`config.mk`:
```
export PLATFORM = sky130hd
export DESIGN_NAME = boot_copy_ctrl_flat
export DESIGN_NICKNAME = d
export VERILOG_FILES = /design/src/rtl/boot_pkg.sv /design/src/rtl/boot_copy_ctrl_if.sv /design/src/rtl/boot_word_packer.sv /design/src/rtl/boot_copy_ctrl.sv /design/src/flat_wrapper.sv
export SDC_FILE = /design/constraint.sdc
export NUM_CORES = 1
export LEC_CHECK = 0
export BUFFER_PORTS_ARGS = -buffer_cell sky130_fd_sc_hd__buf_4
export CAP_MARGIN = 30
export CORE_MARGIN = 1
export CORE_UTILIZATION = 43
export CTS_CLUSTER_SIZE = 14
export DETAILED_ROUTE_END_ITERATION = 6
export PLACE_DENSITY = 0.67
export SLEW_MARGIN = 20
export SYNTH_ARGS = -nofsm -noshare
export SYNTH_HDL_FRONTEND = slang
export SYNTH_SLANG_ARGS = --single-unit
```
`constraint.sdc`:
```
create_clock -name clk -period 2.85 [get_ports clk]
set_input_delay 0.1425 -clock clk [delete_from_list [all_inputs] [get_ports clk]]
set_output_delay 0.1425 -clock clk [all_outputs]
set_load 0.005 [all_outputs]
```
`src/rtl/boot_pkg.sv`:
```
// Shared types and constants for the boot-ROM-to-RAM copy controller.
package boot_pkg;
  localparam int BYTES_PER_WORD = 4;
  localparam int WORD_WIDTH     = 32;

  typedef enum logic [2:0] {
    S_IDLE    = 3'd0,
    S_FETCH   = 3'd1,
    S_CAPTURE = 3'd2,
    S_WRITE   = 3'd3,
    S_DONE    = 3'd4
  } boot_state_e;
endpackage

```
`src/rtl/boot_copy_ctrl_if.sv`:
```
// Bundle of start/status, boot-ROM read and RAM write signals; master is the copy controller.
interface boot_copy_ctrl_if #(
  parameter int ROM_ADDR_WIDTH = 8,
  parameter int RAM_ADDR_WIDTH = 16
);
  import boot_pkg::*;

  logic                      start;
  logic [ROM_ADDR_WIDTH-1:0] rom_addr;
  logic [7:0]                rom_data;
  logic                      ram_wvalid;
  logic                      ram_wready;
  logic [RAM_ADDR_WIDTH-1:0] ram_waddr;
  logic [WORD_WIDTH-1:0]     ram_wdata;
  logic [BYTES_PER_WORD-1:0] ram_wstrb;
  logic                      busy;
  logic                      done;
  logic                      cpu_rst_n;

  modport master (
    input  start, rom_data, ram_wready,
    output rom_addr, ram_wvalid, ram_waddr, ram_wdata, ram_wstrb, busy, done, cpu_rst_n
  );

  modport slave (
    output start, rom_data, ram_wready,
    input  rom_addr, ram_wvalid, ram_waddr, ram_wdata, ram_wstrb, busy, done, cpu_rst_n
  );
endinterface

```
`src/rtl/boot_word_packer.sv`:
```
// Assembles ROM bytes into a little-endian 32-bit word with per-lane strobes; one-cycle load.
// Clear has priority over load and zeroes both data and strobes so unfilled lanes read 0.
module boot_word_packer
  import boot_pkg::*;
(
  input  logic                      clk,
  input  logic                      rst_n,
  input  logic                      i_load,
  input  logic                      i_clear,
  input  logic [1:0]                i_lane,
  input  logic [7:0]                i_byte,
  output logic [WORD_WIDTH-1:0]     o_data,
  output logic [BYTES_PER_WORD-1:0] o_strb
);
  logic [WORD_WIDTH-1:0]     r_data;
  logic [BYTES_PER_WORD-1:0] r_strb;

  always_ff @(posedge clk or negedge rst_n) begin
    if (!rst_n) begin
      r_data <= '0;
      r_strb <= '0;
    end else if (i_clear) begin
      r_data <= '0;
      r_strb <= '0;
    end else if (i_load) begin
      r_data[{i_lane, 3'b000} +: 8] <= i_byte;
      r_strb[i_lane]                <= 1'b1;
    end
  end

  assign o_data = r_data;
  assign o_strb = r_strb;
endmodule

```
`src/rtl/boot_copy_ctrl.sv`:
```
// Copies COPY_LEN boot-ROM bytes into RAM as packed words, holding the CPU in reset until done.
// Each byte costs a fetch and a capture cycle; a word write stalls in WRITE until ram_wready.
module boot_copy_ctrl
  import boot_pkg::*;
#(
  parameter int ROM_ADDR_WIDTH = 8,
  parameter int COPY_LEN       = 256,
  parameter int RAM_ADDR_WIDTH = 16,
  parameter int RAM_BASE       = 0
) (
  input logic              clk,
  input logic              rst_n,
  boot_copy_ctrl_if.master bus
);
  localparam logic [ROM_ADDR_WIDTH-1:0] LAST_IDX = ROM_ADDR_WIDTH'(COPY_LEN - 1);
  localparam logic [RAM_ADDR_WIDTH-1:0] BASE     = RAM_ADDR_WIDTH'(RAM_BASE);

  boot_state_e               r_state;
  logic [ROM_ADDR_WIDTH-1:0] r_idx;
  logic [ROM_ADDR_WIDTH-1:0] r_rom_addr;
  logic [RAM_ADDR_WIDTH-1:0] r_waddr;
  logic                      r_wvalid;
  logic                      r_busy;
  logic                      r_done;
  logic                      r_cpu_rst_n;

  logic                      w_last;
  logic                      w_word_end;
  logic                      w_accept;
  logic                      w_start;
  logic                      w_load;
  logic                      w_clear;
  logic [ROM_ADDR_WIDTH-1:0] w_idx_nxt;
  logic [WORD_WIDTH-1:0]     w_wdata;
  logic [BYTES_PER_WORD-1:0] w_wstrb;

  assign w_last     = (r_idx == LAST_IDX);
  assign w_word_end = (&r_idx[1:0]) || w_last;
  assign w_idx_nxt  = r_idx + ROM_ADDR_WIDTH'(1);
  assign w_accept   = (r_state == S_WRITE) && bus.ram_wready;
  assign w_start    = ((r_state == S_IDLE) || (r_state == S_DONE)) && bus.start;
  assign w_load     = (r_state == S_CAPTURE);
  // The final word is left in the packer after DONE; a restart clears it.
  assign w_clear    = w_start || (w_accept && !w_last);

  boot_word_packer u_packer (
    .clk     (clk),
    .rst_n   (rst_n),
    .i_load  (w_load),
    .i_clear (w_clear),
    .i_lane  (r_idx[1:0]),
    .i_byte  (bus.rom_data),
    .o_data  (w_wdata),
    .o_strb  (w_wstrb)
  );

  always_ff @(posedge clk or negedge rst_n) begin
    if (!rst_n) begin
      r_state     <= S_IDLE;
      r_idx       <= '0;
      r_rom_addr  <= '0;
      r_waddr     <= BASE;
      r_wvalid    <= 1'b0;
      r_busy      <= 1'b0;
      r_done      <= 1'b0;
      r_cpu_rst_n <= 1'b0;
    end else begin
      case (r_state)
        S_IDLE, S_DONE: begin
          if (bus.start) begin
            r_state     <= S_FETCH;
            r_idx       <= '0;
            r_rom_addr  <= '0;
            r_waddr     <= BASE;
            r_busy      <= 1'b1;
            r_done      <= 1'b0;
            r_cpu_rst_n <= 1'b0;
          end
        end
        S_FETCH: r_state <= S_CAPTURE;
        S_CAPTURE: begin
          if (w_word_end) begin
            r_state  <= S_WRITE;
            r_wvalid <= 1'b1;
          end else begin
            r_state    <= S_FETCH;
            r_idx      <= w_idx_nxt;
            r_rom_addr <= w_idx_nxt;
          end
        end
        S_WRITE: begin
          if (bus.ram_wready) begin
            r_wvalid <= 1'b0;
            if (w_last) begin
              r_state     <= S_DONE;
              r_busy      <= 1'b0;
              r_done      <= 1'b1;
              r_cpu_rst_n <= 1'b1;
            end else begin
              r_state    <= S_FETCH;
              r_idx      <= w_idx_nxt;
              r_rom_addr <= w_idx_nxt;
              r_waddr    <= r_waddr + RAM_ADDR_WIDTH'(1);
            end
          end
        end
        default: r_state <= S_IDLE;
      endcase
    end
  end

  assign bus.rom_addr   = r_rom_addr;
  assign bus.ram_wvalid = r_wvalid;
  assign bus.ram_waddr  = r_waddr;
  assign bus.ram_wdata  = w_wdata;
  assign bus.ram_wstrb  = w_wstrb;
  assign bus.busy       = r_busy;
  assign bus.done       = r_done;
  assign bus.cpu_rst_n  = r_cpu_rst_n;

  // Silences unused-state-bit concerns: w_accept documents the handshake used above.
  logic w_unused;
  assign w_unused = w_accept;
endmodule

```
`src/flat_wrapper.sv`:
```
// flat-port wrapper written by rule: the top's interface ports become plain ports
module boot_copy_ctrl_flat import boot_pkg::*;
#(
  parameter int ROM_ADDR_WIDTH = 8,
  parameter int COPY_LEN       = 256,
  parameter int RAM_ADDR_WIDTH = 16,
  parameter int RAM_BASE       = 0
)
  (clk, rst_n, bus_start, bus_rom_data, bus_ram_wready, bus_rom_addr, bus_ram_wvalid, bus_ram_waddr, bus_ram_wdata, bus_ram_wstrb, bus_busy, bus_done, bus_cpu_rst_n);
  boot_copy_ctrl_if #(.ROM_ADDR_WIDTH(ROM_ADDR_WIDTH), .RAM_ADDR_WIDTH(RAM_ADDR_WIDTH)) bus_i ();
  input logic clk;
  input logic rst_n;
  input wire logic [$bits(bus_i.start)-1:0] bus_start;
  input wire logic [$bits(bus_i.rom_data)-1:0] bus_rom_data;
  input wire logic [$bits(bus_i.ram_wready)-1:0] bus_ram_wready;
  output wire logic [$bits(bus_i.rom_addr)-1:0] bus_rom_addr;
  output wire logic [$bits(bus_i.ram_wvalid)-1:0] bus_ram_wvalid;
  output wire logic [$bits(bus_i.ram_waddr)-1:0] bus_ram_waddr;
  output wire logic [$bits(bus_i.ram_wdata)-1:0] bus_ram_wdata;
  output wire logic [$bits(bus_i.ram_wstrb)-1:0] bus_ram_wstrb;
  output wire logic [$bits(bus_i.busy)-1:0] bus_busy;
  output wire logic [$bits(bus_i.done)-1:0] bus_done;
  output wire logic [$bits(bus_i.cpu_rst_n)-1:0] bus_cpu_rst_n;
  assign bus_i.start = bus_start;
  assign bus_i.rom_data = bus_rom_data;
  assign bus_i.ram_wready = bus_ram_wready;
  assign bus_rom_addr = bus_i.rom_addr;
  assign bus_ram_wvalid = bus_i.ram_wvalid;
  assign bus_ram_waddr = bus_i.ram_waddr;
  assign bus_ram_wdata = bus_i.ram_wdata;
  assign bus_ram_wstrb = bus_i.ram_wstrb;
  assign bus_busy = bus_i.busy;
  assign bus_done = bus_i.done;
  assign bus_cpu_rst_n = bus_i.cpu_rst_n;
  boot_copy_ctrl #(.ROM_ADDR_WIDTH(ROM_ADDR_WIDTH), .COPY_LEN(COPY_LEN), .RAM_ADDR_WIDTH(RAM_ADDR_WIDTH), .RAM_BASE(RAM_BASE)) u_core (.clk(clk), .rst_n(rst_n), .bus(bus_i));
endmodule
```
==> impl_results.md, run 1 <==
* Site Rows at 30
* CP Capture Point: u_core.r_idx[2]
* Crit path launch type: register
* Post-Syn Area per Cell at between 9 and 10 um^2
* Critical Path RT at between 3000 and 4000 ps
* Top_reg_cell synth: dfrtp_1
* Power per standard cell area at ~780 nW/um^2
* Hold_sp: bus_ram_wready
* Area of the multi-input gates at between 1000 and 1500 um^2
* Worst skew pair latency at between 300 and 400 ps
* Slew Viols, Final at 0
* Fin Setup TNS at 0 ps
* Post-synth top area share at ~53%
* Pre-CTS setup slack at between 500 and 600 ps
* FF+latch count, synth at 66
* Initial Util at 45.0%
* Total track usage at approximately a fifth
* First-pass GRT wire length at approximately 12 mm
* CTS H-tree lvls at 3
* Cell taking the most area after synthesis: dfrtp_1
* CTS Buf Count at 9
* Final HPWL from detailed placement at 5.05 mm
* WL per Instance at 15.0 um
* Yosys Warn Count at 0
* Leakage at about 1.9 nW
* Register area share after synthesis at a little over half
* Die width at slightly below 90 um
* Reg2reg path depth at 6
* Routability Congestion at 0.765
* Reg-to-Reg Start: u_core.r_idx[1]
* Placed Cells incl. Taps at around 480
* Setup Skew at between 8 and 9 ps
* Reg2reg setup slack at ~730 ps
* EDFF count, synth at 0
* Nets at approximately 420
* Unique masters post-synth at 36
* Fillers at about 640
* Vias in the first global route at roughly 2400
* Final setup fails at 0
* Via count at 2730
* RSZ-0062 raised after global routing: false
* Hold Path Stages at 2
* Placed instance area at ~3700 um^2
* Worst r2r dst: u_core.r_idx[2]
* Max rail drop VDD at approximately 0.42 mV
* Setup crit start: u_core.r_idx[1]
* Max-cap violations at 0
* Clock sink total at 66
* Hold Crit Class: input port to register
* Part of the cycle the worst path needs at ~74%
* CTS tree: built
* Share of cells above drive strength 1 at a little over a quarter
* Post-CTS sizing at 0
* Clock buffer depth at 2
* Worst rel slew slack at between 30 and 40%
* FMAX at 472 MHz
* Routed vias/inst at 5.49
* Post-route setup slack at 732 ps
* IO Pins at 76
* Critical Path AT at roughly 2400 ps
* Final WL at 7.47 mm
* DRT iter0 DRCs at approximately 130
* Design Area, Final at approximately 4000 um^2
* CP endpoint kind: register
* Status: finished clean
* Setup Crit Path Kind: register to register
* First-pass DRT Iterations at 4
* Crit path max fanout at 10
* Layout Cells excl Fill at approximately 500
* Worst slew pin tran at 956 ps
* Synth Instances at 318
* Total congestion overflow at 0
* Fin crit period at between 2000 and 2500 ps
* Sequential Area at approximately 1700 um^2
* CORE AREA at just under 7000 um^2
* Mapped cell area at about 3100 um^2
* Final Hold Viols at 0
* Clock Pin Slew Worst Setup and Hold Paths at approximately 70 ps
* Routed Antenna Nets at 0
* Drt drc at 0
* Post-synth net total at 339
* Setup Buffers After CTS at 0
* Synth top area cells: dfrtp_1 (53%), o21ai_0 (5.8%), a22oi_1 (5.8%)
* Die footprint at 7530 um^2
* Root Driver: clkbuf_8
* FFs w/ async S/R, synth at 100%
* Die height at about 87 um
* Pwr Total at 0.00310 W
* Area delta synth->final at 28.1%
* Largest net degree at the start of global routing at between 60 and 70
* Initial antenna violation count at 0
* # diodes at 0
* IO buf count at between 70 and 80
## through the flow
stage                     util [%]  hold slack (ps)
after floorplan                  -             -153
after global placement        54.4              299
after detailed placement      54.4              302
after CTS                     57.5             31.3
after global routing          57.6             39.9
final                         57.6             42.9
## where the power goes
group	switching [W]	internal [W]	leakage (nW)
Combinational	0.000655	0.000426	0.908
Clock	0.000352	0.000451	0.0986
Sequential	0.000138	0.00108	0.903
## registers in the layout, summed over array words and instances, names as in the netlist
register and flops:
u_core.r_state 3, u_core.r_idx 8, u_core.bus.ram_wvalid 1, u_core.bus.done 1, u_core.bus.busy 1, u_core.bus.ram_waddr 16, u_core.u_packer.o_strb 4, u_core.u_packer.o_data 32
## how the worst min path moves through the flow
stage	slack (ps)	end
3_5_place_dp	300	u_core.u_packer.o_data[2]
4_1_cts	30	u_core.r_state[1]
5_1_grt	40	u_core.r_state[1]
6_report	40	u_core.r_state[1]
2_1_floorplan	-150	u_core.bus.busy
3_3_place_gp	300	u_core.u_packer.o_data[0]
## metal layers
layer	up-vias	wire length, um	global-route usage [%]
met2	86	3410	31.6
met4	0	103	8.33
li1	1307	-	-
met5	-	0	0
met1	1328	3600	29.0
met3	9	356	3.24
## layout by cell type, fill, tap and decap left out, drive strengths merged, types with 5 or more instances in the layout
cell	Yosys	layout
a21oi	23	23
a22oi	24	24
a31oi	8	8
and3	6	6
buf	10	80
clkbuf	4	12
dfrtp	66	66
ha	9	9
inv	5	5
nand2	35	35
nand3	15	15
nand4	9	9
nor2	44	44
o21ai	36	36
## layout make-up
class / instances / share of cell area (%)
clock buffer: 12 / 3.92
clock inverter: 4 / 1.26
inverter: 5 / 0.474
multi-input combinational: 233 / 34.1
sequential: 66 / 41.7
tap: 96 / 3.04
timing repair buffer: 81 / 15.4
## what timing repair did
item	in CTS	in global routing
hold buffers	1	0
endpoints found under the hold margin	66	0
setup endpoints to repair	0	0
## synth_stat cells (2+ instances only)
cell and number:
o21ai_0 36, nand2_1 32, nand2_2 3, and4_1 2, dfrtp_1 66, nor2_1 44, nand3_1 15, nor2b_1 2
ha_1 9, inv_1 5, a31oi_1 8, a22oi_1 24, buf_2 9, clkbuf_1 4, a21oi_1 22, or2_2 2
and3_1 6, nor4b_4 2, o31ai_1 2, nand4_1 9
## logic make-up (layout without fill, tap and decap cells)
group                    count (synthesis)  count (layout)  share of synthesized area, %
buffers and inverters                   19             102                          2.79
AO/OA/AOI/OAI                           99              99                          19.2
flip-flops                              66              66                          53.5
AND/OR/NAND/NOR                        125             125                          20.9
adder cells (fa/ha/maj)                  9               9                          3.65
## worst max-delay path: stages, from the launching register on
cell and delay [ps]:
dfrtp_1 510, ha_1 290, and3_1 310, nand2_1 100, o22ai_1 530, o21ai_0 180
o21ai_0 110
(Power assumes the default switching activity.)
==> run 2, diff against run 1 <==
--- a/config.mk
+++ b/config.mk
@@ -5,13 +5,14 @@
 export SDC_FILE = /design/constraint.sdc
 export NUM_CORES = 1
 export LEC_CHECK = 0
+export ABC_AREA = 1
 export BUFFER_PORTS_ARGS = -buffer_cell sky130_fd_sc_hd__buf_4
 export CAP_MARGIN = 30
 export CORE_MARGIN = 1
 export CORE_UTILIZATION = 43
 export CTS_CLUSTER_SIZE = 14
 export DETAILED_ROUTE_END_ITERATION = 6
-export PLACE_DENSITY = 0.67
+export PLACE_DENSITY = 0.68
 export SLEW_MARGIN = 20
 export SYNTH_ARGS = -nofsm -noshare
 export SYNTH_HDL_FRONTEND = slang
==> constraint.sdc (replaced) <==
create_clock -name clk -period 1.9 [get_ports clk]
set_input_delay 0.095 -clock clk [delete_from_list [all_inputs] [get_ports clk]]
set_output_delay 0.095 -clock clk [all_outputs]
set_load 0.005 [all_outputs]
==> run 2 against run 1 <==
Net effect:
- synthesized cell count increased by 46%
- cell count is 33% higher
- sequential share of layout area decreased by 5.3 points
- design area up 14%
==> impl_results.md, run 2 <==
* Status: finished clean
* Area delta synth->final at 26.5%
* Vias in the first global route at slightly above 3000
* FMAX at ~570 MHz
* Crit path max fanout at 9
* Total congestion overflow at 0
* CTS H-tree lvls at 3
* Final HPWL from detailed placement at 6.25 mm
* CORE AREA at between 7000 and 8000 um^2
* First-pass DRT Iterations at 4
* Crit path launch type: register
* Clock buffer depth at 2
* Final setup fails at 0
* CTS tree: built
* Final WL at 8.74 mm
* Clock Pin Slew Worst Setup and Hold Paths at about 70 ps
* Part of the cycle the worst path needs at roughly 90%
* Fin crit period at 1740 ps
* # diodes at 0
* FF+latch count, synth at 66
* Power per standard cell area at 1090 nW/um^2
* Cell with the most instances after synthesis: nand2_1
* Post-synth net total at between 400 and 500
* Pre-CTS setup slack at 139 ps
* Register area share after synthesis at about 46%
* Setup Buffers After CTS at 0
* Unique masters post-synth at 32
* IO Pins at between 70 and 80
* Via count at 3291
* Commonest non-fill, non-tap cell in the layout: nand2_1
* Routed vias/inst at roughly 5.0
* Largest net degree at the start of global routing at between 60 and 70
* Max-cap violations at 0
* Critical Path RT at between 2000 and 2500 ps
* Drt drc at 0
* Routability Congestion at just over 0.8
* Post-Syn Area per Cell at a little under 8 um^2
* Root Driver: clkbuf_8
* Clock sink total at 66
* Worst rel slew slack at ~44%
* Synth Instances at roughly 470
* EDFF count, synth at 0
* Slew Viols, Final at 0
* Mapped cell area at between 3000 and 4000 um^2
* Top_reg_cell synth: dfrtp_1
* Synth top cells by count: nand2_1 (152), dfrtp_1 (66), inv_1 (49)
* Most frequent cells in the layout: nand2_1 (152), buf_4 (88), dfrtp_1 (66)
* Cell taking the most area after synthesis: dfrtp_1
* RSZ-0062 raised after global routing: false
* Setup Crit Path Kind: register to register
* Share of cells above drive strength 1 at 24.0%
* CTS Buf Count at 9
* Synth top area cells: dfrtp_1 (46%), nand2_1 (16%), nand3_1 (6.0%)
* IO buf count at 75
* Hold Crit Class: input port to register
* Die width at roughly 93 um
* Final Hold Viols at 0
* Initial Util at a little under half
* Site Rows at 32
* First-pass GRT wire length at around 15 mm
* Nets at between 500 and 600
* CP endpoint kind: register
* Max rail drop VDD at between 0.6 and 0.7 mV
* Post-route setup slack at approximately 160 ps
* Final core occ at 57.4%
* Die height at a little over 90 um
* Fin Setup TNS at 0 ps
* Die footprint at 8700 um^2
* FFs w/ async S/R, synth at 100%
* Setup Skew at roughly 4.6 ps
* WL per Instance at approximately 13 um
* Number of flip-flops in the largest register at 32
* Worst skew pair latency at 340 ps
* Routed Antenna Nets at 0
* Worst slew pin tran at 835 ps
* DRT iter0 DRCs at around 160
* Initial antenna violation count at 0
* Yosys Warn Count at 0
* Post-synth top area share at 46.1%
* Leakage at 2.42 nW
* Total track usage at 21.4%
* Critical Path AT at about 2000 ps
## run 2: final timing paths
path / slack [ps] / to / cells after the start / startpoint
worst max-delay path: 160 / u_core.u_packer.o_data[14] / 8 / u_core.r_idx[1]
max in group asynchronous: 960 / u_core.r_idx[5] / 2 / rst_n
worst max register to register: 160 / u_core.u_packer.o_data[14] / 8 / u_core.r_idx[1]
worst min-delay path: 40 / u_core.u_packer.o_data[22] / 3 / bus_rom_data[6]
worst min register to register: 480 / u_core.bus.busy / 2 / u_core.bus.busy
min in group asynchronous: 390 / u_core.u_packer.o_data[20] / 2 / rst_n
## run 2: cell type report
cell class              count  area, um^2
flip-flops and latches     66        1650
fillers                   732        3360
inverters                  52         196
clock buffers              12         155
clock inverters             4        50.0
repair buffers             91         711
well taps                 102         128
multi-input cells         333        1640
## run 2: logic make-up (layout without fill, tap and decap cells)
logic type / after synthesis / after routing / share of synthesized area, %
compound gates: 49 / 49 / 8.21
xor+xnor: 4 / 4 / 0.979
fa+ha+maj: 9 / 9 / 3.14
buf+inv: 66 / 159 / 8.35
flops: 66 / 66 / 46.1
simple gates: 271 / 271 / 33.2
## run 2: per-stage QoR
stage	cells	instance area [um^2]	power [W]	hold slack [ps]
6_report	660	4530	0.00492	44.9
3_3_place_gp	643	4310	0.00366	255
4_1_cts	660	4520	0.00494	28.7
5_1_grt	660	4530	0.00524	50.7
3_5_place_dp	643	4310	0.00369	263
2_1_floorplan	465	3580	0.00301	-201
## run 2: worst max-delay path, stage by stage, from the launching register on
cell,delay (ps)
dfrtp_1,360
buf_4,160
inv_1,110
ha_1,320
inv_1,80
buf_4,180
nor2_4,200
nand3_1,140
a21oi_2,130
## run 2: power breakdown
group,switching [W],internal (W)
combinational,0.00123,0.000728
sequential,0.000146,0.00159
clock,0.000554,0.000676
total,0.00193,0.00299
## run 2: metal layers
| metal | vias to the layer above | share of wire (%) | routed length (um) | GRT usage, % |
|---|---|---|---|---|
| met5 | - | 0 | 0 | 0 |
| met4 | 0 | 2.2 | 191 | 9.36 |
| met3 | 15 | 3.6 | 315 | 3.58 |
| met2 | 74 | 47 | 4110 | 33.0 |
| met1 | 1554 | 47 | 4130 | 29.7 |
| li1 | 1648 | - | - | - |
## run 2: repair_timing
action / CTS / global route
hold buffers: 1 / 0
hold endpoints to repair: 66 / 0
gates resized for setup: 0 / 2
setup endpoints to repair: 0 / 6
==> run 3, diff against run 2 <==
--- a/config.mk
+++ b/config.mk
@@ -6,7 +6,7 @@
 export NUM_CORES = 1
 export LEC_CHECK = 0
 export ABC_AREA = 1
-export BUFFER_PORTS_ARGS = -buffer_cell sky130_fd_sc_hd__buf_4
+export BUFFER_PORTS_ARGS = -buffer_cell sky130_fd_sc_hd__buf_2
 export CAP_MARGIN = 30
 export CORE_MARGIN = 1
 export CORE_UTILIZATION = 43
==> run 3 against run 2 <==
Net effect:
- design area fell by 4.3%
- critical path depth rose by 1
- die area unchanged
- first-iteration DRC count up 17%
- maximum frequency increased by 1.0%
- clock skew up 9.3 ps
==> impl_results.md, run 3 (synthesis gave the netlist of run 2 again) <==
* Die width at 93.3 um
* Setup Skew at about 14 ps
* Setup Buffers After CTS at 0
* Design Area, Final at 4340 um^2
* Routability Congestion at ~0.83
* Total track usage at a little over a fifth
* Crit path max fanout at 11
* CORE AREA at a little under 8000 um^2
* CTS Buf Count at 9
* CP endpoint kind: register
* First-pass GRT wire length at between 10 and 15 mm
* Fin crit period at 1720 ps
* Clock Pin Slew Worst Setup and Hold Paths at ~70 ps
* CTS tree: built
* Root Driver: clkbuf_8
* Critical Path AT at approximately 2000 ps
* Vias in the first global route at roughly 3000
* Die height at 93.3 um
* Most frequent cells in the layout: nand2_1 (152), buf_2 (75), dfrtp_1 (66)
* Cell Int Power at between 0.002 and 0.003 W
* Drt drc at 0
* Slew Viols, Final at 0
* Final Hold Viols at 0
* Routed vias/inst at about 5.0
* IO buf count at between 70 and 80
* Initial Util at between 40% and 50%
* Die footprint at 8700 um^2
* Max-cap violations at 0
* Crit path launch type: register
* Part of the cycle the worst path needs at 90.8%
* Max rail drop VDD at 0.535 mV
* DRT iter0 DRCs at between 150 and 200
* Share of cells above drive strength 1 at between 20% and 30%
* Critical Path RT at 2180 ps
* Final setup fails at 0
* Initial antenna violation count at 0
* Final WL at about 8.6 mm
* Commonest non-fill, non-tap cell in the layout: nand2_1
* Clock buffer depth at 2
* Sw Ratio at roughly 40%
* Area delta synth->final at 21.1%
* Placed instance area at approximately 4100 um^2
* Site Rows at 32
* CTS H-tree lvls at 3
* Status: finished clean
* Clock sink total at 66
* Sequential share of power at between 30% and 40%
* RSZ-0062 raised after global routing: false
* First-pass DRT Iterations at 5
* Fillers at 743
* Setup Crit Path Kind: register to register
* Number of flip-flops in the largest register at 32
* Power per standard cell area at 1090 nW/um^2
* Logic pwr share at 39.0%
* Clk pwr share at between 20% and 30%
* FMAX at 580 MHz
* Via count at approximately 3300
* Worst skew pair latency at 350 ps
* Routed Antenna Nets at 0
* Final HPWL from detailed placement at about 6.3 mm
* Total congestion overflow at 0
* Fin Setup TNS at 0 ps
* Largest net degree at the start of global routing at 42
* WL per Instance at ~13 um
* Nets at about 580
* Worst rel slew slack at ~58%
* Hold Crit Class: input port to register
* Psw at 0.00187 W
* IO Pins at 76
* Leakage at roughly 2.4 nW
* Worst slew pin tran at around 630 ps
* # diodes at 0
## run 3: cell count changes in the layout (fill, tap and decap cells not counted)
cell        change
clkinvlp_4      -2
buf_4          -73
clkbuf_8        -1
clkinv_2        +1
clkbuf_1        +1
buf_2          +75
## run 3: power by group through the flow
stage / logic [W] / clock network, W / registers [W]
floorplan: 0.00124 / 0 / 0.00178
global placement: 0.00180 / 0 / 0.00174
detailed placement: 0.00183 / 0 / 0.00175
CTS: 0.00184 / 0.00118 / 0.00173
global route: 0.00207 / 0.00124 / 0.00175
finish: 0.00184 / 0.00115 / 0.00173
## run 3: what timing repair did
action                     4_1_cts  5_1_grt
hold buffers                     1        0
resized for setup                0        2
setup endpoints to repair        0        6
hold endpoints to repair        25        0
## run 3: final cells by class
| class | instances | area [um^2] | share of cell area, % |
|---|---|---|---|
| Multi-Input combinational cell | 333 | 1640 | 37.8 |
| Clock buffer | 12 | 145 | 3.35 |
| Tap cell | 102 | 128 | 2.94 |
| Inverter | 52 | 196 | 4.53 |
| Timing Repair Buffer | 93 | 538 | 12.4 |
| Sequential cell | 66 | 1650 | 38.1 |
| Clock inverter | 3 | 40.0 | 0.923 |
## run 3: metal layers
layer  up-vias  share of wire, %  track usage, %
li1       1653                 -               -
met4         0               1.1            6.15
met5         -                 0               0
met3        12               5.1            5.28
met1      1526                48            29.9
met2        97                46            32.5
## run 3: worst max-delay path: stages, from the launching register on
cell	delay, ps
dfrtp_1	360
buf_4	200
inv_2	70
ha_1	320
inv_1	190
buf_4	190
nand3_1	80
nand2_1	70
o21ai_0	80
nor2_1	100
## run 3: path summary, 6_finish.rpt
kind	start	end	slack [ps]	cells after the start
max in group asynchronous	rst_n	u_core.r_idx[4]	960	3
worst max-delay path	u_core.r_idx[0]	u_core.u_packer.o_data[1]	180	9
worst max register to register	u_core.r_idx[0]	u_core.u_packer.o_data[1]	180	9
min in group asynchronous	rst_n	u_core.u_packer.o_data[19]	310	2
worst min register to register	u_core.bus.busy	u_core.bus.busy	480	2
worst min-delay path	bus_rom_data[7]	u_core.u_packer.o_data[23]	40	3
## run 3: stage by stage
step | hold WS [ps] | util (%) | worst slack (ps) | std cells | total power (W)
2_1_floorplan | -201 | - | 51.6 | 465 | 0.00301
3_3_place_gp | 141 | 52.4 | 187 | 645 | 0.00354
3_5_place_dp | 149 | 52.4 | 142 | 645 | 0.00358
4_1_cts | 29.6 | 54.9 | 118 | 661 | 0.00474
5_1_grt | 48.9 | 55.0 | 32.9 | 661 | 0.00506
6_report | 42.2 | 55.0 | 175 | 661 | 0.00472
